--- src/rtl/rf_ctrl_pkg.sv ---
// rf_ctrl_pkg: shared types and constants for the RiSC-16 register-file port controller.
package rf_ctrl_pkg;

  localparam int RF_DATA_W = 16;
  localparam int RF_ADDR_W = 3;

  localparam logic [RF_ADDR_W-1:0] RF_ZERO_REG = 3'b000;

  // Controller sequencing states.
  typedef enum logic [1:0] {
    IDLE  = 2'd0,
    ISSUE = 2'd1,
    RESP  = 2'd2
  } rf_state_e;

endpackage

--- src/rtl/rf_bypass_sel.sv ---
// rf_bypass_sel: per-operand bypass. Replaces the register-file read value with the
// same-transaction write data when the write targets this operand's register
// (never for r0, which always reads zero).
module rf_bypass_sel
  import rf_ctrl_pkg::*;
#(
  parameter int DATA_W = RF_DATA_W,
  parameter int ADDR_W = RF_ADDR_W
) (
  input  logic              wr_en,
  input  logic [ADDR_W-1:0] tgt_addr,
  input  logic [DATA_W-1:0] tgt_data,
  input  logic [ADDR_W-1:0] src_addr,
  input  logic [DATA_W-1:0] rf_data,
  output logic [DATA_W-1:0] rsp_data
);

  logic hit;

  assign hit      = wr_en && (tgt_addr != ADDR_W'(RF_ZERO_REG)) && (tgt_addr == src_addr);
  assign rsp_data = hit ? tgt_data : rf_data;

endmodule

--- src/rtl/rf_port_ctrl.sv ---
// rf_port_ctrl: initiator-side sequencer for the RiSC-16 register file's synchronous port.
// One request (two reads plus an optional write) is captured, issued to the register file
// for one cycle, and the two operands are returned over a valid/ready response channel.
// Build option: define RF_BYPASS_EN to forward same-transaction write data into the
// response (post-write view); without it the response carries pre-write values.
module rf_port_ctrl
  import rf_ctrl_pkg::*;
#(
  parameter int DATA_W = RF_DATA_W,
  parameter int ADDR_W = RF_ADDR_W
) (
  input  logic              clk0,
  input  logic              rst,
  // request channel
  input  logic              req_valid,
  output logic              req_ready,
  input  logic [ADDR_W-1:0] req_src1_addr,
  input  logic [ADDR_W-1:0] req_src2_addr,
  input  logic              req_wr_en,
  input  logic [ADDR_W-1:0] req_tgt_addr,
  input  logic [DATA_W-1:0] req_tgt_data,
  // response channel
  output logic              rsp_valid,
  input  logic              rsp_ready,
  output logic [DATA_W-1:0] rsp_src1_data,
  output logic [DATA_W-1:0] rsp_src2_data,
  // register-file port
  output logic              rf_csb0,
  output logic              rf_werf,
  output logic [ADDR_W-1:0] rf_src1_addr,
  output logic [ADDR_W-1:0] rf_src2_addr,
  output logic [ADDR_W-1:0] rf_tgt_addr,
  output logic [DATA_W-1:0] rf_tgt_data,
  input  logic [DATA_W-1:0] rf_src1_data,
  input  logic [DATA_W-1:0] rf_src2_data
);

  rf_state_e         state;
  rf_state_e         state_next;
  logic              req_fire;

  logic              wr_en_q;
  logic [ADDR_W-1:0] src1_q;
  logic [ADDR_W-1:0] src2_q;
  logic [ADDR_W-1:0] tgt_q;
  logic [DATA_W-1:0] tgt_data_q;

  // State register: synchronous reset drops any in-flight transaction.
  always_ff @(posedge clk0) begin
    // NOTE: sequential state uses non-blocking assignments so every flop samples pre-edge values.
    if (rst) begin
      state <= IDLE;
    end else begin
      state <= state_next;
    end
  end

  // Next-state and handshake/strobe decode; reset forces the strobes inactive at once.
  always_comb begin
    // NOTE: every output gets a default first so no path through the case infers a latch.
    state_next = state;
    req_ready  = 1'b0;
    rsp_valid  = 1'b0;
    rf_csb0    = 1'b1;
    rf_werf    = 1'b1;
    case (state)
      IDLE: begin
        req_ready = 1'b1;
        if (req_valid) state_next = ISSUE;
      end
      ISSUE: begin
        rf_csb0    = 1'b0;
        rf_werf    = !wr_en_q;
        state_next = RESP;
      end
      RESP: begin
        rsp_valid = 1'b1;
        if (rsp_ready) begin
          req_ready  = 1'b1;
          state_next = req_valid ? ISSUE : IDLE;
        end
      end
      default: state_next = IDLE;
    endcase
    if (rst) begin
      req_ready = 1'b0;
      rsp_valid = 1'b0;
      rf_csb0   = 1'b1;
      rf_werf   = 1'b1;
    end
  end

  assign req_fire = req_valid && req_ready;

  // Holding registers: capture the request fields on accept.
  always_ff @(posedge clk0) begin
    // NOTE: holding registers are cleared on reset so the register-file pins come up defined.
    if (rst) begin
      wr_en_q    <= 1'b0;
      src1_q     <= '0;
      src2_q     <= '0;
      tgt_q      <= '0;
      tgt_data_q <= '0;
    end else if (req_fire) begin
      wr_en_q    <= req_wr_en;
      src1_q     <= req_src1_addr;
      src2_q     <= req_src2_addr;
      tgt_q      <= req_tgt_addr;
      tgt_data_q <= req_tgt_data;
    end
  end

  assign rf_src1_addr = src1_q;
  assign rf_src2_addr = src2_q;
  assign rf_tgt_addr  = tgt_q;
  assign rf_tgt_data  = tgt_data_q;

`ifdef RF_BYPASS_EN
  rf_bypass_sel #(.DATA_W(DATA_W), .ADDR_W(ADDR_W)) u_byp_src1 (
    .wr_en    (wr_en_q),
    .tgt_addr (tgt_q),
    .tgt_data (tgt_data_q),
    .src_addr (src1_q),
    .rf_data  (rf_src1_data),
    .rsp_data (rsp_src1_data)
  );

  rf_bypass_sel #(.DATA_W(DATA_W), .ADDR_W(ADDR_W)) u_byp_src2 (
    .wr_en    (wr_en_q),
    .tgt_addr (tgt_q),
    .tgt_data (tgt_data_q),
    .src_addr (src2_q),
    .rf_data  (rf_src2_data),
    .rsp_data (rsp_src2_data)
  );
`else
  assign rsp_src1_data = rf_src1_data;
  assign rsp_src2_data = rf_src2_data;
`endif

endmodule

--- config.mk ---
export PLATFORM = sky130hd
export DESIGN_NAME = rf_port_ctrl
export DESIGN_NICKNAME = d
export VERILOG_FILES = /design/src/rtl/rf_ctrl_pkg.sv /design/src/rtl/rf_bypass_sel.sv /design/src/rtl/rf_port_ctrl.sv
export SDC_FILE = /design/constraint.sdc
export NUM_CORES = 1
export LEC_CHECK = 0
export BUFFER_PORTS_ARGS = -buffer_cell sky130_fd_sc_hd__buf_2
export CORE_MARGIN = 2
export CORE_UTILIZATION = 41
export CTS_BUF_LIST = sky130_fd_sc_hd__clkbuf_16
export DETAILED_ROUTE_END_ITERATION = 6
export HOLD_SLACK_MARGIN = 0.05
export PLACE_DENSITY = 0.85
export SLEW_MARGIN = 20
export SYNTH_ARGS = -nofsm -noshare
export SYNTH_HDL_FRONTEND = slang
export SYNTH_HIERARCHICAL = 1
export SYNTH_SLANG_ARGS = --single-unit
--- constraint.sdc ---
create_clock -name clk0 -period 2.1 [get_ports clk0]
set_clock_uncertainty 0.15 [all_clocks]
set_input_delay 0.21 -clock clk0 [delete_from_list [all_inputs] [get_ports clk0]]
set_output_delay 0.21 -clock clk0 [all_outputs]
set_load 0.05 [all_outputs]
==> results of run 1 <==
flip-flops by register name (all words and copies together), names as in the netlist:
| signal | flops |
|---|---|
| rf_tgt_addr | 3 |
| state | 2 |
| rf_src2_addr | 3 |
| wr_en_q | 1 |
| rf_src1_addr | 3 |
| rf_tgt_data | 16 |
final timing paths:
path,startpoint,to,slack [ns],depth (start not counted)
setup / recovery,state[1],rf_tgt_data[5],0.47,4
hold / removal,rsp_ready,state[1],0.21,4
setup reg to reg,state[1],rf_tgt_data[5],0.47,4
hold reg to reg,state[0],state[1],0.38,2
power groups by stage:
stage | Combinational [mW] | Clock (mW) | Sequential, mW
3_5_place_dp | 0.336 | 0 | 0.602
5_1_grt | 0.391 | 0.463 | 0.596
2_1_floorplan | 0.290 | 0 | 0.735
6_report | 0.373 | 0.426 | 0.591
3_3_place_gp | 0.332 | 0 | 0.602
4_1_cts | 0.373 | 0.440 | 0.590
worst max-delay path, delay by kind of cell, from the launching register on:
| kind | cells | cell delay (ns) |
|---|---|---|
| buf+inv | 1 | 0.24 |
| flops | 1 | 0.31 |
| simple gates | 2 | 0.51 |
| mux | 1 | 0.31 |
routing by layer:
| layer | part of all wire | global-route usage |
|---|---|---|
| met1 | 0.40 | 0.157 |
| met2 | 0.48 | 0.266 |
| met3 | 0.072 | 0.0352 |
| met4 | 0.050 | 0.106 |
| met5 | 0 | 0 |
final cells by class:
| type | instances | area [um2] | area share |
|---|---|---|---|
| multi-input cells | 62 | 606 | 0.320 |
| repair buffers | 87 | 586 | 0.310 |
| flip-flops and latches | 28 | 561 | 0.296 |
| clock buffers | 3 | 75.1 | 0.0397 |
| well taps | 46 | 57.6 | 0.0304 |
| clock inverters | 1 | 3.75 | 0.00198 |
| inverters | 1 | 3.75 | 0.00198 |
metrics by stage:
| stage | setup slack, ns | area (um2) | hold slack, ns | std cells | utilization |
|---|---|---|---|---|---|
| global placement | 0.489 | 1550 | 0.270 | 198 | 0.458 |
| CTS | 0.450 | 1890 | 0.203 | 228 | 0.558 |
| detailed placement | 0.466 | 1550 | 0.270 | 198 | 0.458 |
| global route | 0.394 | 1890 | 0.216 | 228 | 0.558 |
| floorplan | 0.113 | 1470 | 0.203 | 129 | - |
| finish | 0.469 | 1890 | 0.207 | 228 | 0.558 |
cell usage after synthesis (2+ instances only):
cell / n
sky130_fd_sc_hd__buf_12: 2
sky130_fd_sc_hd__dfxtp_1: 28
sky130_fd_sc_hd__nor2b_1: 15
sky130_fd_sc_hd__mux2_4: 19
sky130_fd_sc_hd__clkbuf_1: 2
sky130_fd_sc_hd__and2b_1: 11
sky130_fd_sc_hd__mux2_2: 7
sky130_fd_sc_hd__nor2_1: 2
sky130_fd_sc_hd__buf_4: 32
kinds of logic (layout without fill, tap and decap cells):
| family | after synthesis | in the layout |
|---|---|---|
| multiplexers | 26 | 26 |
| AND/OR/NAND/NOR | 35 | 35 |
| buffers and inverters | 39 | 92 |
| AO/OA/AOI/OAI | 1 | 1 |
| flip-flops | 28 | 28 |
repair_timing:
item,in CTS,in global routing
hold buffers,26,0
endpoints found under the setup margin,0,0
endpoints found under the hold margin,26,0
==> results by group, run 1 <==
Layout
  • Total number of nets in the final design: around 250
  • Leading cell types in the layout, fill and taps excluded: 58 x sky130_fd_sc_hd__buf_2, 28 x sky130_fd_sc_hd__dfxtp_1, 26 x sky130_fd_sc_hd__dlygate4sd3_1
  • Fill cells: around 290
  • Final antenna diode count: 0
  • Layout cells sized above 1: 0.505
  • Most frequent standard cell in the layout excluding fill and tap cells: sky130_fd_sc_hd__buf_2
  • Syn-to-layout area delta: 28.5%

GRT
  • Vias in the first global route: between 1,000 and 1,500
  • Sum of overflow across all layers after global routing: 0
  • Wire length of the first global-routing pass: around 4.8 mm
  • Number of antenna violations at the first check in global routing: 0
  • GRT Total Usage: 0.151
  • Maximum number of pins on one net before global-route repair: 30

STA
  • Tmin final: roughly 1.6 ns
  • Total Negative Setup Slacks: 0 ns
  • Setup repair after global routing missed its margin: no
  • Period utilization: 0.777
  • Final setup fails: 0
  • Final-report hold violation count: 0
  • Worst-margin pin slew: between 0.2 and 0.3 ns
  • Worst slew slack as a fraction of its limit: 0.815
  • Fmax: between 600 and 700 MHz
  • Slew Limit Fails: 0

Die
  • Initial standard-cell utilization of the core: 0.434
  • Cell row count: 21
  • Area of the placeable core: approximately 3400 um2
  • Width of the chip: around 64 um
  • Vertical extent of the die: 63.9 um
  • Area of the die: 4090 um2
  • Number of top-level design ports: 123

Logic synthesis
  • Post-synthesis compound-gate area fraction: 0.00340
  • Synth Warn #: 6
  • Syn Std Cell Area: between 1000 and 1500 um2
  • Register area share after synthesis: 0.381
  • Multiplexer fraction of the synthesized cell area: 0.247
  • Post-Synthesis Cells: 129
  • Share of the synthesized area in the top cell type: 0.381
  • Share of synthesized cell area in full adder, half adder and majority cells: 0
  • Proportion of register bits with asynchronous set or reset after synthesis: 0
  • Mean area per synthesized cell: approximately 11 um2
  • Post-synth EDFFs: 0
  • Combinational family with the most area after synthesis: multiplexers
  • Dominant register cell in the synthesized netlist: sky130_fd_sc_hd__dfxtp_1
  • Biggest area consumer among synthesized cells: sky130_fd_sc_hd__dfxtp_1
  • Simple logic cell fraction of the synthesized area: 0.160
  • Xor/xnor cell area share of the yosys netlist: 0
  • Net count after synthesis: roughly 190
  • Biggest area contributors in the synthesized netlist: sky130_fd_sc_hd__dfxtp_1 38%, sky130_fd_sc_hd__mux2_4 19%, sky130_fd_sc_hd__buf_4 16%, sky130_fd_sc_hd__nor2b_1 6.4%, sky130_fd_sc_hd__and2b_1 5.6%
  • Count of unique library cells instantiated by Yosys: 20
  • Flip-flop and latch count after synthesis: 28

Placed design
  • Port Buffers: 58
  • Final HPWL from detailed placement: between 1.5 and 2 mm
  • Routability congestion estimate: around 0.7

Worst setup path
  • Maximum net fanout on the critical path: 10
  • Critical Path Sink Type: register
  • Delay of the slowest critical-path stage: 0.39 ns
  • Path type of the worst setup path: register to register
  • Ordered cell list for the critical path: nor2b_4 -> and3b_2 -> buf_4 -> mux2_4
  • Standard cell with the maximum stage delay on the critical path: sky130_fd_sc_hd__and3b_2
  • Worst EP required: between 2 and 2.5 ns
  • Startpoint type of the worst setup path: register
  • Crit path arrival time: roughly 1.6 ns

Clock tree
  • Max clock buf depth: 2
  • # resized after CTS: 0
  • Root buffer selected by CTS: sky130_fd_sc_hd__clkbuf_16
  • TritonCTS clock tree: done
  • Register clock-pin slew on the reported worst setup and hold paths: 0.07 ns
  • Number of sinks on the clock net: 28
  • Number of H-tree levels: 1
  • Clock buffer count from CTS: 3
  • Postcts setup bufs: 0
  • Clock latency of the later-clocked register in the worst-skew pair: approximately 0.26 ns

Detailed routing
  • Per-cell via count in the routed design: 4.42
  • Detail Route Antenna Nets: 0
  • Via total after detailed routing: between 1,000 and 1,500
  • Wire length per cell after detailed routing: about 13 um
  • Wirelength, routed: between 3 and 4 mm
  • Detailed-route DRC error count: 0
  • Iteration count of the initial detailed-routing pass: 4
  • Number of DRC markers after the initial detailed-route iteration: 18

Power and ir drop
  • Part of the power in combinational logic: 0.269
  • Proportion of power drawn by the clock network: 0.306
  • Power share of the sequential group: 0.425
  • Cell-internal power: around 1 mW
  • Switching part of the total power: 0.292
  • Static power due to leakage: 0.945 nW
  • Peak ir drop on the vdd network: about 0.33 mV
  • Power Dens Cells: between 700 and 800 nW/um2
  • Power dissipated by switching net loads: 0.405 mW
  • Power, Total: about 1.4 mW

Worst hold path
  • Path class of the lowest-slack min-delay path: input pin to register

Run
  • Max Cap Viol: 0

Outcome
  • Outcome: finished, final reports clean
No activity file was read; power rests on OpenSTA's default activity.
==> run 2: changes to the inputs <==
CORE_UTILIZATION = 35   (was 41)
PLACE_DENSITY = 0.77   (was 0.85)
clock period = 1.35 ns   (was 2.1 ns; I/O delays follow)
==> run 2 against run 1 <==
  * The flow now finishes with violations (setup timing)
  * Clock-buffer cell count did not move
  * Via count is 2.4% higher
  * Worst setup slack worse by 0.62 ns
  * Sequential power is 56% higher
  * Critical path depth did not move
  * Die area rose by 16%
  * Utilization fell by 6.6 points
  * Register-to-register slack got worse by 0.62 ns
  * Non-clock buffer count increased by 2
==> results by group, run 2 (synthesis results as in run 1) <==
Worst setup path
  • Worst EP required: 1.35 ns
  • Ordered cell list for the critical path: nor2b_4 -> and3b_2 -> buf_12 -> mux2_4
  • Path type of the worst setup path: register to register
  • Maximum net fanout on the critical path: 19
  • Crit path arrival time: ~1.5 ns
  • Critical Path Sink Type: register
  • Standard cell with the maximum stage delay on the critical path: sky130_fd_sc_hd__dfxtp_2
  • Delay of the slowest critical-path stage: 0.32 ns
  • Startpoint type of the worst setup path: register

Worst hold path
  • Path class of the lowest-slack min-delay path: input pin to output port

Layout
  • Layout cells sized above 1: 0.533
  • Syn-to-layout area delta: 34.7%
  • Final antenna diode count: 0
  • Number of flip-flops in the largest register: 16
  • Most frequent standard cell in the layout excluding fill and tap cells: sky130_fd_sc_hd__buf_2
  • Total number of nets in the final design: between 200 and 250
  • Leading cell types in the layout, fill and taps excluded: 54 x sky130_fd_sc_hd__buf_2, 26 x sky130_fd_sc_hd__mux2_4, 26 x sky130_fd_sc_hd__dlygate4sd3_1, 26 x sky130_fd_sc_hd__dfxtp_1, 15 x sky130_fd_sc_hd__nor2b_1

Power and ir drop
  • Power, Total: 2.21 mW
  • Peak ir drop on the vdd network: about 0.73 mV
  • Static power due to leakage: 0.985 nW
  • Power Dens Cells: 1120 nW/um2

Clock tree
  • TritonCTS clock tree: done
  • Postcts setup bufs: 0
  • Clock latency of the later-clocked register in the worst-skew pair: roughly 0.26 ns
  • Register clock-pin slew on the reported worst setup and hold paths: 0.07 ns
  • Number of H-tree levels: 1
  • Number of sinks on the clock net: 28
  • Root buffer selected by CTS: sky130_fd_sc_hd__clkbuf_16
  • Max clock buf depth: 2
  • Clock buffer count from CTS: 3

Detailed routing
  • Wire length per cell after detailed routing: approximately 14 um
  • Detailed-route DRC error count: 0
  • Iteration count of the initial detailed-routing pass: 3
  • Detail Route Antenna Nets: 0
  • Via total after detailed routing: 1,032
  • Per-cell via count in the routed design: between 4 and 5
  • Number of DRC markers after the initial detailed-route iteration: 28
  • Wirelength, routed: approximately 3.4 mm

STA
  • Worst-margin pin slew: slightly above 0.3 ns
  • Worst slew slack as a fraction of its limit: 0.798
  • Final setup fails: 29
  • Fmax: about 670 MHz
  • Post-route worst hold slack: ~0.12 ns
  • Tmin final: between 1 and 1.5 ns
  • Least setup slack across all paths after layout: -0.146 ns
  • Slew Limit Fails: 0
  • Period utilization: 1.11
  • Setup repair after global routing missed its margin: yes
  • Final-report hold violation count: 0

Placed design
  • Port Buffers: just under 60
  • Routability congestion estimate: ~0.7
  • Final HPWL from detailed placement: between 2 and 2.5 mm

Die
  • Width of the chip: roughly 69 um
  • Initial standard-cell utilization of the core: 0.366
  • Area of the placeable core: 4030 um2
  • Number of top-level design ports: between 100 and 150
  • Cell row count: 23
  • Vertical extent of the die: about 70 um
  • Area of the die: between 4000 and 5000 um2

Outcome
  • Failing checks: setup timing
  • Outcome: finished with violations

GRT
  • Sum of overflow across all layers after global routing: 0
  • GRT Total Usage: 0.146
  • Wire length of the first global-routing pass: around 5 mm
  • Vias in the first global route: 1,046
  • Number of antenna violations at the first check in global routing: 0
  • Maximum number of pins on one net before global-route repair: 30

Run
  • Max Cap Viol: 0
==> run 2: report_power, final <==
group          leakage, nW  switching, mW  internal [mW]  total [mW]
logic                0.714          0.349          0.266       0.615
registers            0.232         0.0289          0.892       0.921
clock network       0.0385          0.279          0.397       0.676
==> run 2: repair_timing <==
| item | CTS | global route |
|---|---|---|
| hold buffers | 26 | 0 |
| resized for setup | 18 | 2 |
| endpoints found under the hold margin | 26 | 0 |
| endpoints found under the setup margin | 30 | 30 |
==> run 2: path summary, 6_finish.rpt <==
check | startpoint | endpoint | slack (ns) | cells after the start
worst min register to register | state[1] | state[1] | 0.42 | 2
worst min-delay path | rf_src1_data[9] | rsp_src1_data[9] | 0.12 | 0
worst max register to register | state[1] | rf_src2_addr[1] | -0.15 | 4
worst max-delay path | state[1] | rf_src2_addr[1] | -0.15 | 4
==> run 2: final cells by class <==
type                    count  area (um2)
well taps                  50        62.6
repair buffers             89         629
flip-flops and latches     28         563
clock buffers               3        75.1
clock inverters             1        3.75
multi-input cells          62         646
inverters                   1        3.75
fillers                   383        2050
==> run 2: layer usage <==
layer | global-route usage | vias to the layer above | wire [um]
met2 | 0.278 | 44 | 1910
met5 | 0 | - | 0
met4 | 0.0490 | 0 | 49
met3 | 0.0390 | 8 | 188
met1 | 0.152 | 492 | 1230
li1 | - | 488 | -
==> run 2: worst max-delay path: cells and delay by family (launching register included) <==
kind	cells	cell delay, ns
flops	1	0.32
mux	1	0.32
buf+inv	1	0.20
simple gates	2	0.39
==> run 2: stage by stage <==
stage	setup slack, ns	instances	cell area, um2	util	setup TNS, ns
finish	-0.146	234	1980	0.492	-3.39
global route	-0.181	234	1980	0.492	-4.53
CTS	-0.152	234	1970	0.490	-3.49
detailed placement	-0.147	204	1580	0.392	-3.51
global placement	-0.120	204	1580	0.392	-3.01
floorplan	-0.119	129	1480	-	-2.37
==> run 3: changes to the inputs <==
CAP_MARGIN = 20   (was default)
GPL_TIMING_DRIVEN = 0   (was default)
==> run 3 against run 2 <==
  * The run still ends with setup timing left
  * Utilization increased by 12 points
  * Via count rose by 23%
  * Sequential power barely moved
  * Global-route usage rose by 0.74 points
  * Critical path depth increased by 1
  * First-iteration DRC count fell by 36%
  * Cell count up 29%
  * Clock power rose by 30%
  * Power rose by 23%
  * Worst hold slack gained 0.10 ns
  * Maximum frequency is 1.4% lower
  * Clock-buffer cell count stayed put
==> results by group, run 3 (synthesis results as in run 1) <==
Placed design
  • Post-place instance area: around 2000 um2
  • Final HPWL from detailed placement: 2.45 mm
  • Routability congestion estimate: 0.666
  • Port Buffers: 90

GRT
  • Maximum number of pins on one net before global-route repair: 20
  • Wire length of the first global-routing pass: about 5.5 mm
  • Vias in the first global route: 1,273
  • Number of antenna violations at the first check in global routing: 0
  • GRT Total Usage: 0.153
  • Sum of overflow across all layers after global routing: 0

Worst hold path
  • Endpoint with the worst hold slack: state[1]
  • Path class of the lowest-slack min-delay path: input pin to register
  • Worst Hold Depth: 5
  • Hold path start: rsp_ready

Power and ir drop
  • Peak ir drop on the vdd network: 0.544 mV
  • Power Dens Cells: roughly 1100 nW/um2
  • Switching part of the total power: 0.319
  • Proportion of power drawn by the clock network: 0.321
  • Power dissipated by switching net loads: roughly 0.87 mW
  • Cell-internal power: between 1.5 and 2 mW
  • Power, Total: between 2 and 3 mW
  • Static power due to leakage: 1.30 nW
  • Part of the power in combinational logic: 0.341
  • Power share of the sequential group: 0.338

Layout
  • Leading cell types in the layout, fill and taps excluded: 87 x sky130_fd_sc_hd__buf_2, 33 x sky130_fd_sc_hd__buf_4, 26 x sky130_fd_sc_hd__mux2_4, 26 x sky130_fd_sc_hd__dlygate4sd3_1, 26 x sky130_fd_sc_hd__dfxtp_1
  • Layout cells sized above 1: 0.657
  • Utilization of the core after routing: 0.612
  • Most frequent standard cell in the layout excluding fill and tap cells: sky130_fd_sc_hd__buf_2
  • Fill cells: about 330
  • Total number of nets in the final design: about 310
  • Number of flip-flops in the largest register: 16
  • Cell area after layout: ~2500 um2
  • Final antenna diode count: 0
  • Syn-to-layout area delta: 67.4%

Detailed routing
  • Number of DRC markers after the initial detailed-route iteration: 18
  • Wire length per cell after detailed routing: around 12 um
  • Per-cell via count in the routed design: between 4 and 5
  • Detail Route Antenna Nets: 0
  • Via total after detailed routing: approximately 1,300
  • Iteration count of the initial detailed-routing pass: 4
  • Wirelength, routed: roughly 3.7 mm
  • Detailed-route DRC error count: 0

Die
  • Vertical extent of the die: 68.9 um
  • Area of the die: around 4700 um2
  • Width of the chip: about 69 um
  • Number of top-level design ports: between 100 and 150
  • Cell row count: 23
  • Area of the placeable core: between 4000 and 5000 um2
  • Initial standard-cell utilization of the core: 0.366

Clock tree
  • Clock buffer count from CTS: 3
  • Number of sinks on the clock net: 28
  • Max clock buf depth: 2
  • Root buffer selected by CTS: sky130_fd_sc_hd__clkbuf_16
  • Clock latency of the later-clocked register in the worst-skew pair: roughly 0.26 ns
  • Number of H-tree levels: 1
  • Register clock-pin slew on the reported worst setup and hold paths: 0.07 ns
  • TritonCTS clock tree: done

STA
  • Period utilization: 1.12
  • Worst slew slack as a fraction of its limit: 0.711
  • Fmax: 659 MHz
  • Worst-margin pin slew: 0.433 ns
  • Total Negative Setup Slacks: -3.74 ns
  • Setup repair after global routing missed its margin: yes
  • Least setup slack across all paths after layout: -0.167 ns
  • Slew Limit Fails: 0
  • Final setup fails: 29
  • Tmin final: about 1.5 ns
  • Final-report hold violation count: 0

Worst setup path
  • Length in cells of the worst reg-to-reg path: 5
  • Critical register-to-register path endpoint: rf_src2_addr[1]
  • Worst EP required: between 1 and 1.5 ns
  • Critical Path Sink Type: register
  • Register-to-register path setup slack: -0.17 ns
  • Crit path arrival time: ~1.5 ns
  • Startpoint of the lowest-slack register-to-register path: state[1]
  • Path type of the worst setup path: register to register
  • Startpoint type of the worst setup path: register
  • Maximum net fanout on the critical path: 10

Outcome
  • Outcome: finished with violations
  • Failing checks: setup timing

Run
  • Max Cap Viol: 0
[run 3: changes by cell type in the layout (fill, tap and decap cells not counted)]
| cell | previous run | this run |
|---|---|---|
| sky130_fd_sc_hd__and3b_2 | 1 | 0 |
| sky130_fd_sc_hd__bufinv_16 | 0 | 1 |
| sky130_fd_sc_hd__and3b_1 | 0 | 1 |
| sky130_fd_sc_hd__buf_12 | 1 | 4 |
| sky130_fd_sc_hd__nor2_2 | 1 | 2 |
| sky130_fd_sc_hd__buf_2 | 54 | 87 |
| sky130_fd_sc_hd__clkbuf_1 | 0 | 1 |
| sky130_fd_sc_hd__buf_4 | 3 | 33 |
| sky130_fd_sc_hd__nor2_1 | 1 | 0 |
| sky130_fd_sc_hd__clkinv_1 | 1 | 0 |
[run 3: worst max-delay path: stages, from the launching register on]
cell and delay (ns):
sky130_fd_sc_hd__dfxtp_2 0.32, sky130_fd_sc_hd__nor2b_4 0.12, sky130_fd_sc_hd__and3b_1 0.21, sky130_fd_sc_hd__buf_6 0.14, sky130_fd_sc_hd__buf_12 0.15, sky130_fd_sc_hd__mux2_4 0.31
[run 3: how the worst max path moves through the flow]
stage | from | to | slack [ns] | cells past startpoint
global route | state[1] | rf_src2_addr[1] | -0.22 | 5
global placement | rst | rf_werf | -0.25 | 6
floorplan | state[1] | rf_src1_addr[0] | -0.12 | 5
finish | state[1] | rf_src2_addr[1] | -0.17 | 5
detailed placement | rst | rf_tgt_data[0] | -0.25 | 5
CTS | state[1] | rf_src2_addr[1] | -0.17 | 5
[run 3: cell type report]
type,instances,area (um2),area share
multi-input combinational,62,647,0.262
buffer,37,300,0.122
clock inverter,1,30.0,0.0122
sequential,28,563,0.228
clock buffer,3,75.1,0.0305
tap,50,62.6,0.0254
timing repair buffer,119,783,0.318
inverter,1,3.75,0.00152
[run 3: power by group through the flow]
| stage | registers (mW) | logic, mW | clock network (mW) |
|---|---|---|---|
| finish | 0.922 | 0.929 | 0.876 |
| CTS | 0.921 | 0.929 | 0.902 |
| global route | 0.930 | 0.975 | 0.929 |
| detailed placement | 0.938 | 0.830 | 0 |
| floorplan | 1.14 | 0.452 | 0 |
| global placement | 0.938 | 0.822 | 0 |
[run 3: repair_timing]
item / CTS / global route
pin swaps: 2 / 1
gates resized for setup: 17 / 2
buffers inserted: 3 / 0
hold endpoints to repair: 26 / 0
hold buffers: 26 / 0
setup endpoints to repair: 30 / 30
[run 3: stage by stage]
step | hold WS (ns) | cells | setup slack (ns)
after floorplan | 0.128 | 129 | -0.119
after global placement | 0.211 | 269 | -0.246
after detailed placement | 0.214 | 269 | -0.251
after CTS | 0.216 | 301 | -0.168
after global routing | 0.261 | 301 | -0.220
final | 0.225 | 301 | -0.167
[run 3: layer usage]
layer  GRT usage  routed length (um)  up-vias
li1            -                   -      629
met1       0.165                1330      575
met2       0.298                2090       56
met3      0.0179                 190        8
met4      0.0613                  65        0
met5           0                   0        -
